### src/rtl/mem_sched_pkg.sv
// Shared types and constants for the memory scheduler: FSM states, grant codes,
// the data value returned on a bus timeout, and default parameters.
package mem_sched_pkg;

  typedef enum logic [2:0] {
    ST_IDLE  = 3'd0,
    ST_IC_RD = 3'd1,
    ST_DC_RD = 3'd2,
    ST_DC_WR = 3'd3,
    ST_DONE  = 3'd4
  } state_t;

  typedef enum logic [1:0] {
    GNT_NONE  = 2'd0,
    GNT_IC    = 2'd1,
    GNT_DC_RD = 2'd2,
    GNT_DC_WR = 2'd3
  } grant_t;

  localparam logic [31:0] BUS_ERR_DATA     = 32'hDEAD_BEEF;
  localparam int          DEF_STARVE_LIMIT = 4;
  localparam int          DEF_TIMEOUT      = 255;

endpackage

### src/rtl/mem_sched_pick.sv
// Combinational requester selection: fixed priority dc_write > dc_read > ic_read,
// with ic_read forced to win once it has waited STARVE_LIMIT data-side grants.
import mem_sched_pkg::*;

module mem_sched_pick #(
  parameter int STARVE_LIMIT = DEF_STARVE_LIMIT
) (
  input  logic       ic_read_req,
  input  logic       dc_read_req,
  input  logic       dc_write_req,
  input  logic [7:0] starve_cnt,
  output grant_t     pick
);

  always_comb begin
    pick = GNT_NONE;
    if (ic_read_req && (starve_cnt == 8'(STARVE_LIMIT))) begin
      pick = GNT_IC;
    end else if (dc_write_req) begin
      pick = GNT_DC_WR;
    end else if (dc_read_req) begin
      pick = GNT_DC_RD;
    end else if (ic_read_req) begin
      pick = GNT_IC;
    end
  end

endmodule

### src/rtl/mem_sched.sv
// Single-outstanding memory scheduler for IC read, DC read and DC write ports.
// Grant one edge after request in IDLE; ack one cycle after mem_ack (or timeout); requests wait while busy.
import mem_sched_pkg::*;

module mem_sched #(
  parameter int STARVE_LIMIT = DEF_STARVE_LIMIT,
  parameter int TIMEOUT      = DEF_TIMEOUT
) (
  input  logic        clk,
  input  logic        reset,
  input  logic        ic_read_req,
  input  logic [31:0] ic_read_addr,
  output logic        ic_read_ack,
  output logic [31:0] ic_read_data,
  input  logic        dc_read_req,
  input  logic [31:0] dc_read_addr,
  output logic        dc_read_ack,
  output logic [31:0] dc_read_data,
  input  logic        dc_write_req,
  input  logic [31:0] dc_write_addr,
  input  logic [31:0] dc_write_data,
  output logic        dc_write_ack,
  output logic        mem_read,
  output logic        mem_write,
  output logic [31:0] mem_addr,
  output logic [31:0] mem_data_write,
  input  logic        mem_ack,
  input  logic [31:0] mem_data_read,
  output logic        bus_error,
  output logic [1:0]  grant
);

  state_t      state, state_nxt;
  grant_t      owner, pick;
  logic [7:0]  starve_cnt, tmo_cnt;
  logic [31:0] addr_q, wdata_q, ic_data_q, dc_data_q;
  logic        err_q;
  logic        busy, granting, tmo_hit;

  mem_sched_pick #(.STARVE_LIMIT(STARVE_LIMIT)) u_pick (
    .ic_read_req  (ic_read_req),
    .dc_read_req  (dc_read_req),
    .dc_write_req (dc_write_req),
    .starve_cnt   (starve_cnt),
    .pick         (pick)
  );

  assign busy     = (state == ST_IC_RD) || (state == ST_DC_RD) || (state == ST_DC_WR);
  assign granting = (state == ST_IDLE) && (pick != GNT_NONE);
  // mem_ack on the timeout edge takes precedence, so the timeout only fires without it
  assign tmo_hit  = busy && !mem_ack && (tmo_cnt == 8'(TIMEOUT - 1));

  always_ff @(posedge clk or negedge reset) begin
    if (!reset) state <= ST_IDLE;
    else        state <= state_nxt;
  end

  always_comb begin
    state_nxt    = state;
    mem_read     = 1'b0;
    mem_write    = 1'b0;
    ic_read_ack  = 1'b0;
    dc_read_ack  = 1'b0;
    dc_write_ack = 1'b0;
    grant        = GNT_NONE;
    case (state)
      ST_IDLE: begin
        case (pick)
          GNT_IC:    state_nxt = ST_IC_RD;
          GNT_DC_RD: state_nxt = ST_DC_RD;
          GNT_DC_WR: state_nxt = ST_DC_WR;
          default:   state_nxt = ST_IDLE;
        endcase
      end
      ST_IC_RD, ST_DC_RD, ST_DC_WR: begin
        mem_read  = (state != ST_DC_WR);
        mem_write = (state == ST_DC_WR);
        grant     = owner;
        if (mem_ack || tmo_hit) state_nxt = ST_DONE;
      end
      ST_DONE: begin
        grant        = owner;
        ic_read_ack  = (owner == GNT_IC);
        dc_read_ack  = (owner == GNT_DC_RD);
        dc_write_ack = (owner == GNT_DC_WR);
        state_nxt    = ST_IDLE;
      end
      default: state_nxt = ST_IDLE;
    endcase
  end

  always_ff @(posedge clk or negedge reset) begin
    if (!reset) begin
      owner      <= GNT_NONE;
      addr_q     <= '0;
      wdata_q    <= '0;
      starve_cnt <= '0;
      tmo_cnt    <= '0;
    end else if (granting) begin
      owner   <= pick;
      tmo_cnt <= '0;
      case (pick)
        GNT_IC:    addr_q <= ic_read_addr;
        GNT_DC_RD: addr_q <= dc_read_addr;
        default:   addr_q <= dc_write_addr;
      endcase
      if (pick == GNT_DC_WR) wdata_q <= dc_write_data;
      // only data grants made over a waiting IC request count towards starvation
      if ((pick != GNT_IC) && ic_read_req)
        starve_cnt <= (starve_cnt == 8'(STARVE_LIMIT)) ? starve_cnt : starve_cnt + 8'd1;
      else
        starve_cnt <= '0;
    end else if (busy) begin
      tmo_cnt <= tmo_cnt + 8'd1;
    end
  end

  always_ff @(posedge clk or negedge reset) begin
    if (!reset) begin
      ic_data_q <= '0;
      dc_data_q <= '0;
      err_q     <= 1'b0;
    end else if (busy && (mem_ack || tmo_hit)) begin
      if (state == ST_IC_RD) ic_data_q <= mem_ack ? mem_data_read : BUS_ERR_DATA;
      if (state == ST_DC_RD) dc_data_q <= mem_ack ? mem_data_read : BUS_ERR_DATA;
      if (tmo_hit)           err_q     <= 1'b1;
    end
  end

  assign mem_addr       = addr_q;
  assign mem_data_write = wdata_q;
  assign ic_read_data   = ic_data_q;
  assign dc_read_data   = dc_data_q;
  assign bus_error      = err_q;

endmodule

### config.mk
export PLATFORM = sky130hd
export DESIGN_NAME = mem_sched
export DESIGN_NICKNAME = d
export VERILOG_FILES = /design/src/rtl/mem_sched_pkg.sv /design/src/rtl/mem_sched_pick.sv /design/src/rtl/mem_sched.sv
export SDC_FILE = /design/constraint.sdc
export NUM_CORES = 1
export LEC_CHECK = 0
export ABC_AREA = 1
export BUFFER_PORTS_ARGS = -buffer_cell sky130_fd_sc_hd__buf_2
export CORE_MARGIN = 5
export CORE_UTILIZATION = 44
export CTS_CLUSTER_DIAMETER = 30
export CTS_CLUSTER_SIZE = 40
export DETAILED_ROUTE_END_ITERATION = 6
export PLACE_DENSITY = 0.74
export SYNTH_ARGS = -nofsm -noshare
export SYNTH_HDL_FRONTEND = slang
export SYNTH_SLANG_ARGS = --single-unit
export TNS_END_PERCENT = 1
### constraint.sdc
create_clock -name clk -period 2.39 [get_ports clk]
set_clock_uncertainty 0.05 [all_clocks]
set_input_delay 0.478 -clock clk [delete_from_list [all_inputs] [get_ports clk]]
set_output_delay 0.478 -clock clk [all_outputs]
set_load 0.005 [all_outputs]
# [Word-level counts from Yosys, hierarchy flattened]
# Cells that the tools add are included.
[classes] eq_ne=16 mux=19 addsub=2 reduce_logical=20
[op_table] operator="case mux 32 bit (2 select lines)" n=1
[op_table] operator="2-to-1 mux 32 bit" n=1
[op_table] operator="2-to-1 mux 8 bit" n=4
[op_table] operator="adder 8 x 1 -> 8 bit, second input constant" n=2
[op_table] operator="AND reduction 2 bit" n=5
[op_table] operator="equality test 2 bit, second input constant" n=4
[op_table] operator="equality test 8 x 3 -> 1 bit, second input constant" n=1
[op_table] operator="equality test 8 bit, second input constant" n=1
[op_table] operator="2-to-1 mux 2 bit" n=4
[op_table] operator="equality test 3 x 2 -> 1 bit, second input constant" n=2
[op_table] operator="logical AND 1 bit" n=6
[op_table] operator="2-to-1 mux 1 bit" n=6
[op_table] operator="case mux 2 bit (3 select lines)" n=1
[op_table] operator="case mux 3 bit (2 select lines)" n=1
[op_table] operator="equality test 2 x 1 -> 1 bit, second input constant" n=2
[op_table] operator="!= test 2 bit, second input constant" n=2
[op_table] operator="nonzero test 2 bit" n=2
[op_table] operator="OR reduction 4 bit" n=1
[op_table] operator="equality test 3 x 1 -> 1 bit, second input constant" n=1
[op_table] operator="equality test 3 bit, second input constant" n=1
[op_table] operator="logical NOT 3 bit" n=1
[op_table] operator="logical OR 1 bit" n=3
[op_table] operator="2-to-1 mux 3 bit" n=1
[op_table] operator="!= test 3 x 2 -> 1 bit, second input constant" n=1
[op_table] operator="other kinds (3)" n=3
[word_totals] output_inout_bits=136 wordCells=66 in_bits=166 register_bits=150

# [Longest topological paths before layout]
[logic_depth] ltp_word=8 ltp_mapped=15 mapped_depth_nobuf=13

# [Modules after synthesis]
# From an unflattened synthesis, not the netlist that was laid out.
[unflattened] cells_unflattened=883 area_unflattened_um2=7085.5
[modules_own_cells] module="mem_sched" cells_each=872 seq_area_each_um2=3753.6 n_inst=1 area_each_um2=7036.7
[modules_own_cells] module="mem_sched_pick" cells_each=11 seq_area_each_um2=0.0 n_inst=1 area_each_um2=48.8

# [Worst setup path after synthesis]
# No wires, ideal clock.
[synth_timing] path_type="reg2reg" startpoint="register starve_cnt[0]" endpoint="register addr_q[20] (netlist: mem_addr[20])" setup_ps=117 path_stages_with_launch=16 synth_period_minus_slack_ps=2244 t_required_ps=2223 arrival_time_ps=2076 path_buffers=2 slack_ps=146 path_cell_list="dfrtp_1 inv_1 ha_1 nand3_1 nor2_1 nand2_1 o21ai_0 inv_1 ha_1 clkbuf_1 clkbuf_1 a22o_1 nand2_1 nand2_1 nand2_1 nand2_1"
[synth_between] elab_chain_cells=5 word_cells_on_any_way=8 cone_classes="eq/ne: 3; mux: 2; reduce/logical: 3"
[synth_rtl] item="start, declared" line="mem_sched.sv:35" source="logic [7:0] starve_cnt, tmo_cnt;"
[synth_rtl] item="start signal, assigned" line="mem_sched.sv:110" source="starve_cnt <= (starve_cnt == 8'(STARVE_LIMIT)) ? starve_cnt : starve_cnt + 8'd1;"
[synth_rtl] item="equality test 8 x 3 -> 1 bit (*)" line="mem_sched_pick.sv:17" source="if (ic_read_req && (starve_cnt == 8'(STARVE_LIMIT))) begin"
[synth_rtl] item="logical AND 1 bit (*)" line="mem_sched_pick.sv:17"
[synth_rtl] item="2-to-1 mux 2 bit (*)" line="mem_sched_pick.sv:17"
[synth_rtl] item="named net pick[1]" line="mem_sched.sv:34" source="grant_t owner, pick;"
[synth_rtl] item="equality test 2 bit (tied with other cells)" line="mem_sched.sv:102" source="case (pick)"
[synth_rtl] item="case mux 32 bit (2 select lines) / logical AND 1 bit (equally long branches)" line="mem_sched.sv:102, mem_sched.sv:49"
[synth_rtl] item="end signal, assigned" line="mem_sched.sv:103" source="GNT_IC: addr_q <= ic_read_addr;"
[synth_rtl] item="end signal, assigned" line="mem_sched.sv:104" source="GNT_DC_RD: addr_q <= dc_read_addr;"
[synth_rtl] item="end signal, assigned" line="mem_sched.sv:105" source="default: addr_q <= dc_write_addr;"
[synth_rtl] item="end, declared" line="mem_sched.sv:36" source="logic [31:0] addr_q, wdata_q, ic_data_q, dc_data_q;"
# The timed path passes the listed nets; every way through them passes the cells marked *.
# A chain may end at the register's enable or synchronous reset.

# [Worst setup path in the final report]
[layout_timing] startpoint="register starve_cnt[0]" endpoint="register wdata_q[10] (netlist: mem_data_write[10])"
[layout_between] elab_chain_cells=6 word_cells_on_any_way=7 cone_classes="eq/ne: 2; mux: 1; reduce/logical: 4"
[layout_rtl] item="equality test 8 x 3 -> 1 bit (*)" line="mem_sched_pick.sv:17"
[layout_rtl] item="logical AND 1 bit (*)" line="mem_sched_pick.sv:17"
[layout_rtl] item="2-to-1 mux 2 bit (*)" line="mem_sched_pick.sv:17"
[layout_rtl] item="named net pick[0]" line="mem_sched.sv:34"
[layout_rtl] item="nonzero test 2 bit" line="mem_sched.sv:49" source="assign granting = (state == ST_IDLE) && (pick != GNT_NONE);"
[layout_rtl] item="logical AND 1 bit" line="mem_sched.sv:49"
[layout_rtl] item="AND reduction 2 bit (no source line) (*)"
[layout_rtl] item="end signal, assigned" line="mem_sched.sv:107" source="if (pick == GNT_DC_WR) wdata_q <= dc_write_data;"
[layout_rtl] item="end, declared" line="mem_sched.sv:36"
# Marks and branches as above.

==> metrics.cfg <==
[logic_synthesis]
synth-seq-cells = 150
synth_most_common_cell = nand2_1
synthFlopType = dfrtp_1
synth_seq_area_share_pct = 52.19
synthArstFlopShare_pct = 100.0
synth_nets = 1101
synth_top_area_cell = dfrtp_1
yosys_warnings = 0
synth_area_sq_mm = 0.007192
synth_top_cell_area_share_pct = 52.19
yosys-top-cells-area = dfrtp_1 52%, nand2_1 24%, nand3_1 4.7%, a22o_1 3.9%, o21ai_0 3.3%
synth_area_per_cell_sq_um = 7.758
synth_cell_types = 23
synth_common_cells = 462 x nand2_1, 150 x dfrtp_1, 68 x nand3_1
synth_edf_count = 0
synthCells = 927

[setup_path]
r2r_setup_slack_ns = 0.17
rr_endpoint = mem_data_write[10]
timing.rr.start = starve_cnt[0]
arrival_ns = 2.47
cp_slowest_stage_delay_ns = 0.37
crit_slowest_cell = dfrtp_1
critPathLaunch = starve_cnt[0]
reg2reg_depth = 13
cp.required_ns = 2.64
cp-start-kind = flop
cp_max_fo = 17
endpoint_kind = flop
worstSetupPathType = flop to flop
crit_chain = inv_1 -> ha_1 -> nand3_1 -> nor2_2 -> nand2_1 -> nand2_2 -> inv_1 -> ha_1 -> nor2_4 -> inv_2 -> buf_4 -> o21ai_0 -> nand2_1

[floorplan]
initial_utilization_pct = 45.11
coreArea_sq_mm = 0.01594
row_count = 46
io_pins = 302
dieWidth_um = 137.9
dieArea_sq_mm = 0.01900
fp.dieH_um = 137.9

[layout]
areaGrowthSynthToFinish_pct = 34.33
multi_input_area_sq_mm = 0.003102
drive_gt1_share_pct = 32.66
stdcell_count = 1450
fin_nets = 1395
diodes = 0
final_util_pct = 60.59
ff_latch_area_sq_mm = 0.003754
fillers = 1450

[timing]
drv_slew = 0
setup_tns_ns = 0
hold-worst-slack_ns = -0.02365
finalCritPeriodShare_pct = 92.92
finalHoldViolCount = 9
finalCriticalPeriod_ns = 2.221
finalSetupViolations = 0
fin_ws_ns = 0.1691
tightest_slew_ns = 0.6114
max_freq_mhz = 450.3
rsz0062_at_grt = no
relSlewSlack_pct = 59.24

[power]
leakagePower_nw = 5.507
p_per_area_mw_per_mm2 = 1180
ir_drop_mv = 0.5424

[clock_tree]
cts_sinks = 150
root_buffer = clkbuf_16
cts_buffers = 17
path_clk_slew_ns = 0.06
ctsHoldBuffers = 0
cts_buffer_depth = 2
tritoncts = built
htreeDepth = 4
clk_latency_ns = 0.42

[place]
io_buffers = 301
dpl.hpwl_um = 16040
placed_cells = 1417
post-place-ws_ns = 0.06495
place.gp.congestion = 0.8401

[drt]
drtPass1Iterations = 5
ant_nets = 0
via_count = 7059
wl_per_cell_um = 14.88
wl_um = 21580
via_per_inst = 4.868
detail_route.iter0.violations = 476
drc_errors = 0

[global_routing]
grt_first_pass_wirelength_um = 33750
grt_usage_pct = 22.59
grt_max_degree = 66
grt_pass1_vias = 6854
antenna_found_initial = 1
gr-total-overflow = 0

[outcome]
violations = negative hold slack
status = finished with violations

[min_path]
holdCritPathClass = input port to asynchronous set/reset pin

[flow_run]
maxCapViolations = 0

==> timing repair <==
action	in CTS	in global routing
setup buffers	0	1
setup endpoints to repair	0	80
resized for setup	0	15
==> cells by family after synthesis <==
| group | count (synthesis) | share of synthesized area [%] |
|---|---|---|
| buffers and inverters | 91 | 5.237 |
| flip-flops | 150 | 52.19 |
| AO/OA/AOI/OAI | 89 | 8.003 |
| adder cells (fa/ha/maj) | 8 | 1.392 |
| AND/OR/NAND/NOR | 589 | 33.18 |
==> sequential cells by signal (all words and copies together), names as in the netlist <==
name            flops
mem_addr           32
tmo_cnt             8
bus_error           1
ic_read_data       32
state               3
owner               2
mem_data_write     32
dc_read_data       32
starve_cnt          8
==> layout make-up <==
| class | instances | share of cell area (%) |
|---|---|---|
| clock buffers | 21 | 4.870 |
| inverters | 36 | 1.399 |
| repair buffers | 330 | 18.82 |
| well taps | 216 | 2.798 |
| multi-input cells | 686 | 32.11 |
| clock inverters | 11 | 1.153 |
| flip-flops and latches | 150 | 38.86 |
==> worst max-delay path: cells and delay by family (launching register included) <==
family	cells	cell delay, ns
simple gates	6	0.69
buf+inv	4	0.44
compound gates	1	0.20
fa+ha+maj	2	0.36
flops	1	0.37
==> power by group <==
part           total (mW)  leakage (nW)  internal (mW)  switching [mW]
clock                2.63         0.287           1.54            1.09
combinational        4.43          3.37           1.84            2.59
sequential           4.34          1.85           3.68           0.662
==> per-layer routing <==
metal	vias to the layer above	global-route usage, %	share of wire [%]
met3	35	5.406	8.2
met4	2	8.397	2.6
met1	3234	28.58	40
met5	-	0	0.060
met2	266	37.77	49
li1	3522	-	-
==> metrics by stage <==
step	total power, mW	hold WS, ns	instance area [sq um]
detailed placement	8.809	0.4042	9052
global placement	8.693	0.3978	9052
floorplan	6.549	0.1324	7192
finish	11.40	-0.02365	9661
CTS	11.47	0.01490	9634
global route	12.26	0.02749	9661
==> worst max path at each step <==
stage,to,slack (ns),cells past startpoint
after global placement,starve_cnt[6],0.15,14
after detailed placement,starve_cnt[6],0.06,14
after floorplan,mem_addr[20],0.15,15
after global routing,mem_data_write[5],0.02,13
after CTS,mem_data_write[11],0.02,13
final,mem_data_write[10],0.17,13
==> cell usage in the layout (no fill, tap or decap), drive strengths merged, types with 21 or more instances in the layout <==
cell,instances
nand3,68
or2,26
nand2,462
o21ai,49
a22o,32
nor2,26
clkbuf,21
buf,330
inv,41
dfrtp,150
Power figures use the tool's default switching activity.
